File: src/rtl/dsd_arith_pkg.sv
// Shared arithmetic definitions for the pipelined adder family.
//   mode_e        : operation select, ADD (x + y + c_in) or SUB (x - y)
//   num_stages()  : number of pipeline stages for a WIDTH/CHUNK split
//   params_legal(): WIDTH must be a non-zero multiple of CHUNK
package dsd_arith_pkg;

  typedef enum logic {
    ADD = 1'b0,
    SUB = 1'b1
  } mode_e;

  function automatic int num_stages(input int width, input int chunk);
    return width / chunk;
  endfunction

  function automatic bit params_legal(input int width, input int chunk);
    return (chunk > 0) && (width >= chunk) && ((width % chunk) == 0);
  endfunction

endpackage

File: src/rtl/pipe_add_sub_if.sv
// Request/response bus of the pipelined adder/subtractor.
//   Request : in_valid, in_ready, x, y, c_in, sub
//   Response: out_valid, out_ready, sum, c_out, ovf, zero
//   master  : the side that issues operations and consumes results
//   slave   : the arithmetic pipeline
interface pipe_add_sub_if #(
  parameter int WIDTH = 16
);
  logic             in_valid;
  logic             in_ready;
  logic [WIDTH-1:0] x;
  logic [WIDTH-1:0] y;
  logic             c_in;
  logic             sub;
  logic             out_valid;
  logic             out_ready;
  logic [WIDTH-1:0] sum;
  logic             c_out;
  logic             ovf;
  logic             zero;

  modport master (
    output in_valid, x, y, c_in, sub, out_ready,
    input  in_ready, out_valid, sum, c_out, ovf, zero
  );

  modport slave (
    input  in_valid, x, y, c_in, sub, out_ready,
    output in_ready, out_valid, sum, c_out, ovf, zero
  );
endinterface

File: src/rtl/add_slice.sv
// CHUNK-bit ripple-carry slice built from full_adder cells.
//   a, b, c_in : slice operands and carry in
//   sum        : slice sum
//   c_out      : carry out of the top bit
//   c_top      : carry into the top bit (signed overflow = c_top ^ c_out)
module add_slice #(
  parameter int CHUNK = 4
) (
  input  logic [CHUNK-1:0] a,
  input  logic [CHUNK-1:0] b,
  input  logic             c_in,
  output logic [CHUNK-1:0] sum,
  output logic             c_out,
  output logic             c_top
);
  // Each bit keeps its own carry nets so the ripple is a plain chain of
  // distinct signals rather than one vector feeding back into itself.
  for (genvar i = 0; i < CHUNK; i++) begin : g_bit
    logic ci;
    logic co;
    if (i == 0) begin : g_lsb
      assign ci = c_in;
    end else begin : g_upper
      assign ci = g_bit[i-1].co;
    end
    full_adder u_fa (
      .a     (a[i]),
      .b     (b[i]),
      .c_in  (ci),
      .sum   (sum[i]),
      .c_out (co)
    );
  end

  assign c_out = g_bit[CHUNK-1].co;
  assign c_top = g_bit[CHUNK-1].ci;
endmodule

File: src/rtl/full_adder.sv
// One-bit full adder cell.
//   a, b, c_in : addend bits and carry in
//   sum, c_out : sum bit and carry out
module full_adder (
  input  logic a,
  input  logic b,
  input  logic c_in,
  output logic sum,
  output logic c_out
);
  assign sum   = a ^ b ^ c_in;
  assign c_out = (a & b) | (c_in & (a ^ b));
endmodule

File: src/rtl/pipe_add_sub.sv
// Pipelined two's-complement adder/subtractor with valid/ready flow control.
// Stage k adds operand slice k; the carry, finished low result bits and the
// still-unused upper operand bits travel forward with the operation.
//   clk   : clock, rising edge
//   rst_n : asynchronous active-low reset
//   bus   : pipe_add_sub_if.slave (operation in, result + flags out)
module pipe_add_sub
  import dsd_arith_pkg::*;
#(
  parameter int WIDTH = 16,
  parameter int CHUNK = 4
) (
  input  logic          clk,
  input  logic          rst_n,
  pipe_add_sub_if.slave bus
);
  localparam int STAGES = num_stages(WIDTH, CHUNK);

  if (!params_legal(WIDTH, CHUNK)) begin : g_param_check
    $error("pipe_add_sub: WIDTH must be a non-zero multiple of CHUNK");
  end

  // Stage registers
  logic [STAGES-1:0] vld;
  logic [WIDTH-1:0]  sum_q [STAGES];
  logic [WIDTH-1:0]  x_q   [STAGES];
  logic [WIDTH-1:0]  y_q   [STAGES];
  logic [STAGES-1:0] cy_q;
  logic              ovf_q;
  logic              zero_q;

  // Per-stage next values and handshake
  logic [STAGES-1:0] vin;
  logic [STAGES-1:0] rdy;
  logic [WIDTH-1:0]  sum_d [STAGES];
  logic [WIDTH-1:0]  x_d   [STAGES];
  logic [WIDTH-1:0]  y_d   [STAGES];
  logic              co    [STAGES];
  logic              ctop  [STAGES];
  logic [WIDTH-1:0]  y_eff;
  logic              cin_eff;

  // Subtraction is x + ~y + 1; y is inverted once here and carried forward
  // already inverted, so later stages never look at the mode.
  // NOTE: every variable written in always_comb gets a default first, so no
  // path leaves it unassigned and no latch is inferred.
  always_comb begin
    y_eff   = bus.y;
    cin_eff = bus.c_in;
    if (mode_e'(bus.sub) == SUB) begin
      y_eff   = ~bus.y;
      cin_eff = 1'b1;
    end
  end

  // Stage k can load when it is empty or everything downstream can move.
  // Unrolling ready_k = !valid_k || ready_(k+1) gives "out_ready, or some
  // stage from k to the end is empty", computed here without a feedback net.
  always_comb begin
    logic all_full;
    all_full = 1'b1;
    rdy      = '0;
    for (int k = STAGES - 1; k >= 0; k--) begin
      all_full = all_full & vld[k];
      rdy[k]   = bus.out_ready | ~all_full;
    end
  end

  always_comb begin
    vin    = vld << 1;
    vin[0] = bus.in_valid;
  end

  for (genvar k = 0; k < STAGES; k++) begin : g_stage
    logic [CHUNK-1:0] a;
    logic [CHUNK-1:0] b;
    logic [CHUNK-1:0] s;
    logic             ci;

    if (k == 0) begin : g_first
      assign a        = bus.x[CHUNK-1:0];
      assign b        = y_eff[CHUNK-1:0];
      assign ci       = cin_eff;
      assign sum_d[k] = WIDTH'(s);
      assign x_d[k]   = bus.x;
      assign y_d[k]   = y_eff;
    end else begin : g_rest
      assign a        = x_q[k-1][k*CHUNK +: CHUNK];
      assign b        = y_q[k-1][k*CHUNK +: CHUNK];
      assign ci       = cy_q[k-1];
      // Keep the finished low slices, drop in this stage's slice above them.
      assign sum_d[k] = (sum_q[k-1] & ~({WIDTH{1'b1}} << (k*CHUNK)))
                      | (WIDTH'(s) << (k*CHUNK));
      assign x_d[k]   = x_q[k-1];
      assign y_d[k]   = y_q[k-1];
    end

    add_slice #(.CHUNK(CHUNK)) u_slice (
      .a     (a),
      .b     (b),
      .c_in  (ci),
      .sum   (s),
      .c_out (co[k]),
      .c_top (ctop[k])
    );
  end

  // NOTE: sequential state uses non-blocking assignments so every stage
  // samples the values its neighbours held before this clock edge.
  always_ff @(posedge clk or negedge rst_n) begin
    if (!rst_n) begin
      // NOTE: the whole pipeline, datapath included, is reset: the last stage
      // drives the outputs directly and must show SUM=0/ZERO=1 after reset,
      // and the register array is small enough to clear in one go.
      vld    <= '0;
      cy_q   <= '0;
      ovf_q  <= 1'b0;
      zero_q <= 1'b1;
      for (int k = 0; k < STAGES; k++) begin
        sum_q[k] <= '0;
        x_q[k]   <= '0;
        y_q[k]   <= '0;
      end
    end else begin
      for (int k = 0; k < STAGES; k++) begin
        if (rdy[k]) begin
          vld[k] <= vin[k];
          // An empty stage keeps its old data; only real operations load.
          if (vin[k]) begin
            sum_q[k] <= sum_d[k];
            x_q[k]   <= x_d[k];
            y_q[k]   <= y_d[k];
            cy_q[k]  <= co[k];
          end
        end
      end
      if (rdy[STAGES-1] && vin[STAGES-1]) begin
        ovf_q  <= co[STAGES-1] ^ ctop[STAGES-1];
        zero_q <= (sum_d[STAGES-1] == '0);
      end
    end
  end

  assign bus.in_ready  = rdy[0];
  assign bus.out_valid = vld[STAGES-1];
  assign bus.sum       = sum_q[STAGES-1];
  assign bus.c_out     = cy_q[STAGES-1];
  assign bus.ovf       = ovf_q;
  assign bus.zero      = zero_q;
endmodule
File: src/flat_wrapper.sv
// flat-port wrapper written by rule: the top's interface ports become plain ports
module pipe_add_sub_flat import dsd_arith_pkg::*;
#(
  parameter int WIDTH = 16,
  parameter int CHUNK = 4
)
  (clk, rst_n, bus_in_valid, bus_x, bus_y, bus_c_in, bus_sub, bus_out_ready, bus_in_ready, bus_out_valid, bus_sum, bus_c_out, bus_ovf, bus_zero);
  pipe_add_sub_if #(.WIDTH(WIDTH)) bus_i ();
  input  logic clk;
  input  logic rst_n;
  input wire logic [$bits(bus_i.in_valid)-1:0] bus_in_valid;
  input wire logic [$bits(bus_i.x)-1:0] bus_x;
  input wire logic [$bits(bus_i.y)-1:0] bus_y;
  input wire logic [$bits(bus_i.c_in)-1:0] bus_c_in;
  input wire logic [$bits(bus_i.sub)-1:0] bus_sub;
  input wire logic [$bits(bus_i.out_ready)-1:0] bus_out_ready;
  output wire logic [$bits(bus_i.in_ready)-1:0] bus_in_ready;
  output wire logic [$bits(bus_i.out_valid)-1:0] bus_out_valid;
  output wire logic [$bits(bus_i.sum)-1:0] bus_sum;
  output wire logic [$bits(bus_i.c_out)-1:0] bus_c_out;
  output wire logic [$bits(bus_i.ovf)-1:0] bus_ovf;
  output wire logic [$bits(bus_i.zero)-1:0] bus_zero;
  assign bus_i.in_valid = bus_in_valid;
  assign bus_i.x = bus_x;
  assign bus_i.y = bus_y;
  assign bus_i.c_in = bus_c_in;
  assign bus_i.sub = bus_sub;
  assign bus_i.out_ready = bus_out_ready;
  assign bus_in_ready = bus_i.in_ready;
  assign bus_out_valid = bus_i.out_valid;
  assign bus_sum = bus_i.sum;
  assign bus_c_out = bus_i.c_out;
  assign bus_ovf = bus_i.ovf;
  assign bus_zero = bus_i.zero;
  pipe_add_sub #(.WIDTH(WIDTH), .CHUNK(CHUNK)) u_core (.clk(clk), .rst_n(rst_n), .bus(bus_i));
endmodule
File: config.mk
export PLATFORM = sky130hd
export DESIGN_NAME = pipe_add_sub_flat
export DESIGN_NICKNAME = d
export VERILOG_FILES = /design/src/rtl/dsd_arith_pkg.sv /design/src/rtl/pipe_add_sub_if.sv /design/src/rtl/add_slice.sv /design/src/rtl/full_adder.sv /design/src/rtl/pipe_add_sub.sv /design/src/flat_wrapper.sv
export SDC_FILE = /design/constraint.sdc
export NUM_CORES = 1
export LEC_CHECK = 0
export BUFFER_PORTS_ARGS = -buffer_cell sky130_fd_sc_hd__buf_2
export CAP_MARGIN = 20
export CELL_PAD_IN_SITES_DETAIL_PLACEMENT = 1
export CELL_PAD_IN_SITES_GLOBAL_PLACEMENT = 1
export CORE_MARGIN = 2
export CORE_UTILIZATION = 51
export CTS_CLUSTER_SIZE = 30
export DETAILED_ROUTE_END_ITERATION = 10
export PLACE_DENSITY_LB_ADDON = 0.1
export SKIP_LAST_GASP = 1
export SLEW_MARGIN = 5
export SYNTH_ARGS = -nofsm -noshare
export SYNTH_HDL_FRONTEND = slang
export SYNTH_SLANG_ARGS = --single-unit
File: constraint.sdc
create_clock -name clk -period 5.4 [get_ports clk]
set_clock_uncertainty 0.15 [all_clocks]
set_input_delay 0.54 -clock clk [delete_from_list [all_inputs] [get_ports clk]]
set_output_delay 0.54 -clock clk [all_outputs]
set_load 0.01 [all_outputs]
==> impl_metrics.env <==
export IMPL_status="finished, final reports clean"
export IMPL_path_class="input pin to flip-flop"
export IMPL_port_buffers=58
export IMPL_vias=2359
export IMPL_holdWs_ps=257
export IMPL_cp_arrival_ps=3070
export IMPL_synth_seq_cells=98
export IMPL_drtIter0Drc=40
export IMPL_hold_class="input pin to flip-flop"
export IMPL_rows=33
export IMPL_ir_drop_mv=0.164
export IMPL_endpoint_kind="flip-flop"
export IMPL_slew_headroom=0.359
export IMPL_clkTransAtPathRegs_ps=100
export IMPL_grt_max_degree=79
export IMPL_r2r_slack_ps=2640
export IMPL_drv_slew=0
export IMPL_cts_sinks=98
export IMPL_viasPerCell=5.08
export IMPL_pre_cts_ws_ps=2020
export IMPL_die_w_um=96.2
export IMPL_yosysUniqueCellTypes=30
export IMPL_worstPathRequired_ps=5500
export IMPL_track_usage=0.186
export IMPL_fillers=826
export IMPL_core_mm2=0.00822
export IMPL_grt_pass1_vias=2633
export IMPL_final_area_mm2=0.00487
export IMPL_avgSynthCellArea_um2=14.8
export IMPL_maxCapViolations=0
export IMPL_drc=0
export IMPL_area_growth_pct=12.4
export IMPL_die_h_um=96.2
export IMPL_wl_per_cell_um=16.7
export IMPL_worstSetupStartpointType="input pin"
export IMPL_period_minus_slack_ps=2980
export IMPL_endpoint="u_core.sum_q[51]"
export IMPL_place_area_mm2=0.00468
export IMPL_fin_crit_sh=0.551
export IMPL_cellLeakagePower_nw=2.27
export IMPL_fin_nets=409
export IMPL_hold_viol=0
export IMPL_yosysTopAreaCellShare=0.560
export IMPL_synthTopCellsByArea="dfrtp_1 56%, mux2_2 19%, fa_1 7.4%, inv_1 2.8%, xor2_1 2.4%"
export IMPL_ios=59
export IMPL_rr_worst_depth=10
export IMPL_rsz0062_at_grt="false"
export IMPL_tns_ps=0
export IMPL_critPathMaxFanout=17
export IMPL_ctsResizeCount=0
export IMPL_yosysSeqAreaShare=0.566
export IMPL_hpwlAfterDp_mm=5.79
export IMPL_timing_rr_end="u_core.bus.zero"
export IMPL_antenna_found_initial=0
export IMPL_grt_overflow=0
export IMPL_clockBufferDepth=2
export IMPL_clk_latency_ps=350
export IMPL_synth_largest_area_cell="dfrtp_1"
export IMPL_drive_gt1_frac=0.446
export IMPL_postCtsSetupBuffers=0
export IMPL_drtAntennaViolNets=0
export IMPL_wl_mm=7.74
export IMPL_cts_tree="yes"
export IMPL_startpoint="bus_sub"
export IMPL_cts_buffers=9
export IMPL_r2r_start="u_core.g_stage[3].b[0]"
export IMPL_tightest_slew_ps=962
export IMPL_fin_ws_ps=2420
export IMPL_synth_cells=293
export IMPL_setup_viol=0
export IMPL_cts_root_buffer="clkbuf_8"
export IMPL_dieArea_mm2=0.00925
export IMPL_synth_warnings=0
export IMPL_htree_levels=3
export IMPL_syn_num_nets=347
export IMPL_fmax_mhz=336
export IMPL_initial_core_util=0.527
export IMPL_firstDrtPassIters=5
export IMPL_synthesis_area_mm2=0.00433
export IMPL_diodes=0
export IMPL_grt_pass1_wl_mm=12.8
export IMPL_routabilityCongestion=0.776
export IMPL_powerDensity_mw_per_mm2=485
critical path, stage by stage:
cell and delay [ps]:
buf_2 390, xnor2_1 180, fa_1 450, fa_1 400
fa_1 370, inv_1 80, fa_1 400, mux2_2 260
report_power, final:
part	switching (W)	leakage, nW	internal (W)
clock network	0.000252	0.0810	0.000180
registers	0.000164	1.14	0.00100
logic	0.000357	1.05	0.000409
per-stage QoR:
step                      instances  utilization  total power, W
after CTS                       464        0.593         0.00240
after global placement          448        0.570         0.00190
final                           464        0.593         0.00236
after detailed placement        448        0.570         0.00197
after floorplan                 293            -         0.00166
after global routing            464        0.593         0.00254
cells in the mapped netlist:
cell / instances
nor2_1: 1
nand2_4: 1
inv_1: 32
xnor2_1: 5
nand2b_1: 2
nand4_1: 1
xor2_1: 12
mux2i_1: 9
nor2b_1: 1
or2b_1: 1
nand2_1: 2
o21ai_2: 1
o21ai_0: 10
mux2_2: 73
a21oi_1: 2
mux2_4: 5
nand3b_1: 1
buf_6: 2
buf_2: 3
nor4bb_1: 1
a31oi_1: 2
or2_2: 1
buf_12: 1
buf_4: 4
dfrtp_1: 97
nand2_2: 2
nor4_1: 3
nand4b_4: 1
dfstp_2: 1
fa_1: 16
cells in the final DEF, fill, tap and decap left out, types with 3 or more instances in the layout:
cell and n:
buf_2 57, buf_4 3, clkbuf_8 10, clkinvlp_4 3, dfrtp_1 97, fa_1 16
inv_1 32, mux2_2 73, mux2_4 5, mux2i_1 9, nor4_1 3, o21ai_0 10
xnor2_1 5, xor2_1 12
cell type report:
type	instances	area, um^2	share of cell area
clock buffers	10	138	0.0282
clock inverters	5	40.0	0.00822
inverters	32	120	0.0247
multi-input cells	153	1670	0.343
flip-flops and latches	98	2450	0.504
well taps	105	131	0.0270
repair buffers	61	318	0.0652
repair_timing:
item                                    4_1_cts  5_1_grt
hold buffers                                  1        0
endpoints found under the hold margin        19        0
endpoints found under the setup margin        0        0
how the worst min path moves through the flow:
stage / startpoint / to / slack [ps] / cells past startpoint
4_1_cts: bus_in_valid / u_core.vld[0] / 250 / 2
2_1_floorplan: rst_n / u_core.bus.ovf / 90 / 0
3_5_place_dp: rst_n / u_core.bus.sum[4] / 290 / 1
6_report: bus_in_valid / u_core.vld[0] / 260 / 2
3_3_place_gp: rst_n / u_core.bus.sum[4] / 280 / 1
5_1_grt: bus_in_valid / u_core.vld[0] / 250 / 2
kinds of logic after synthesis:
group	synth area share
compound gates	0.0188
xor+xnor	0.0344
fa+ha+maj	0.0739
buf+inv	0.0479
flops	0.566
mux	0.228
simple gates	0.0309
sequential cells by signal, summed over array words and instances, names as in the netlist:
register and flops:
u_core.cy_q 4, u_core.g_stage.a 12, u_core.bus.ovf 1, u_core.y_d 12, u_core.g_stage.b 12, u_core.bus.zero 1
u_core.vld 4, u_core.x_d 12, u_core.sum_q 24, u_core.bus.sum 16
metal layers:
metal	GRT usage	up-vias	wire [um]
li1	-	1097	-
met1	0.229	1205	3440
met2	0.333	50	3980
met3	0.0384	7	257
met4	0.0500	0	62
met5	0	-	0
Power figures use the tool's default switching activity.
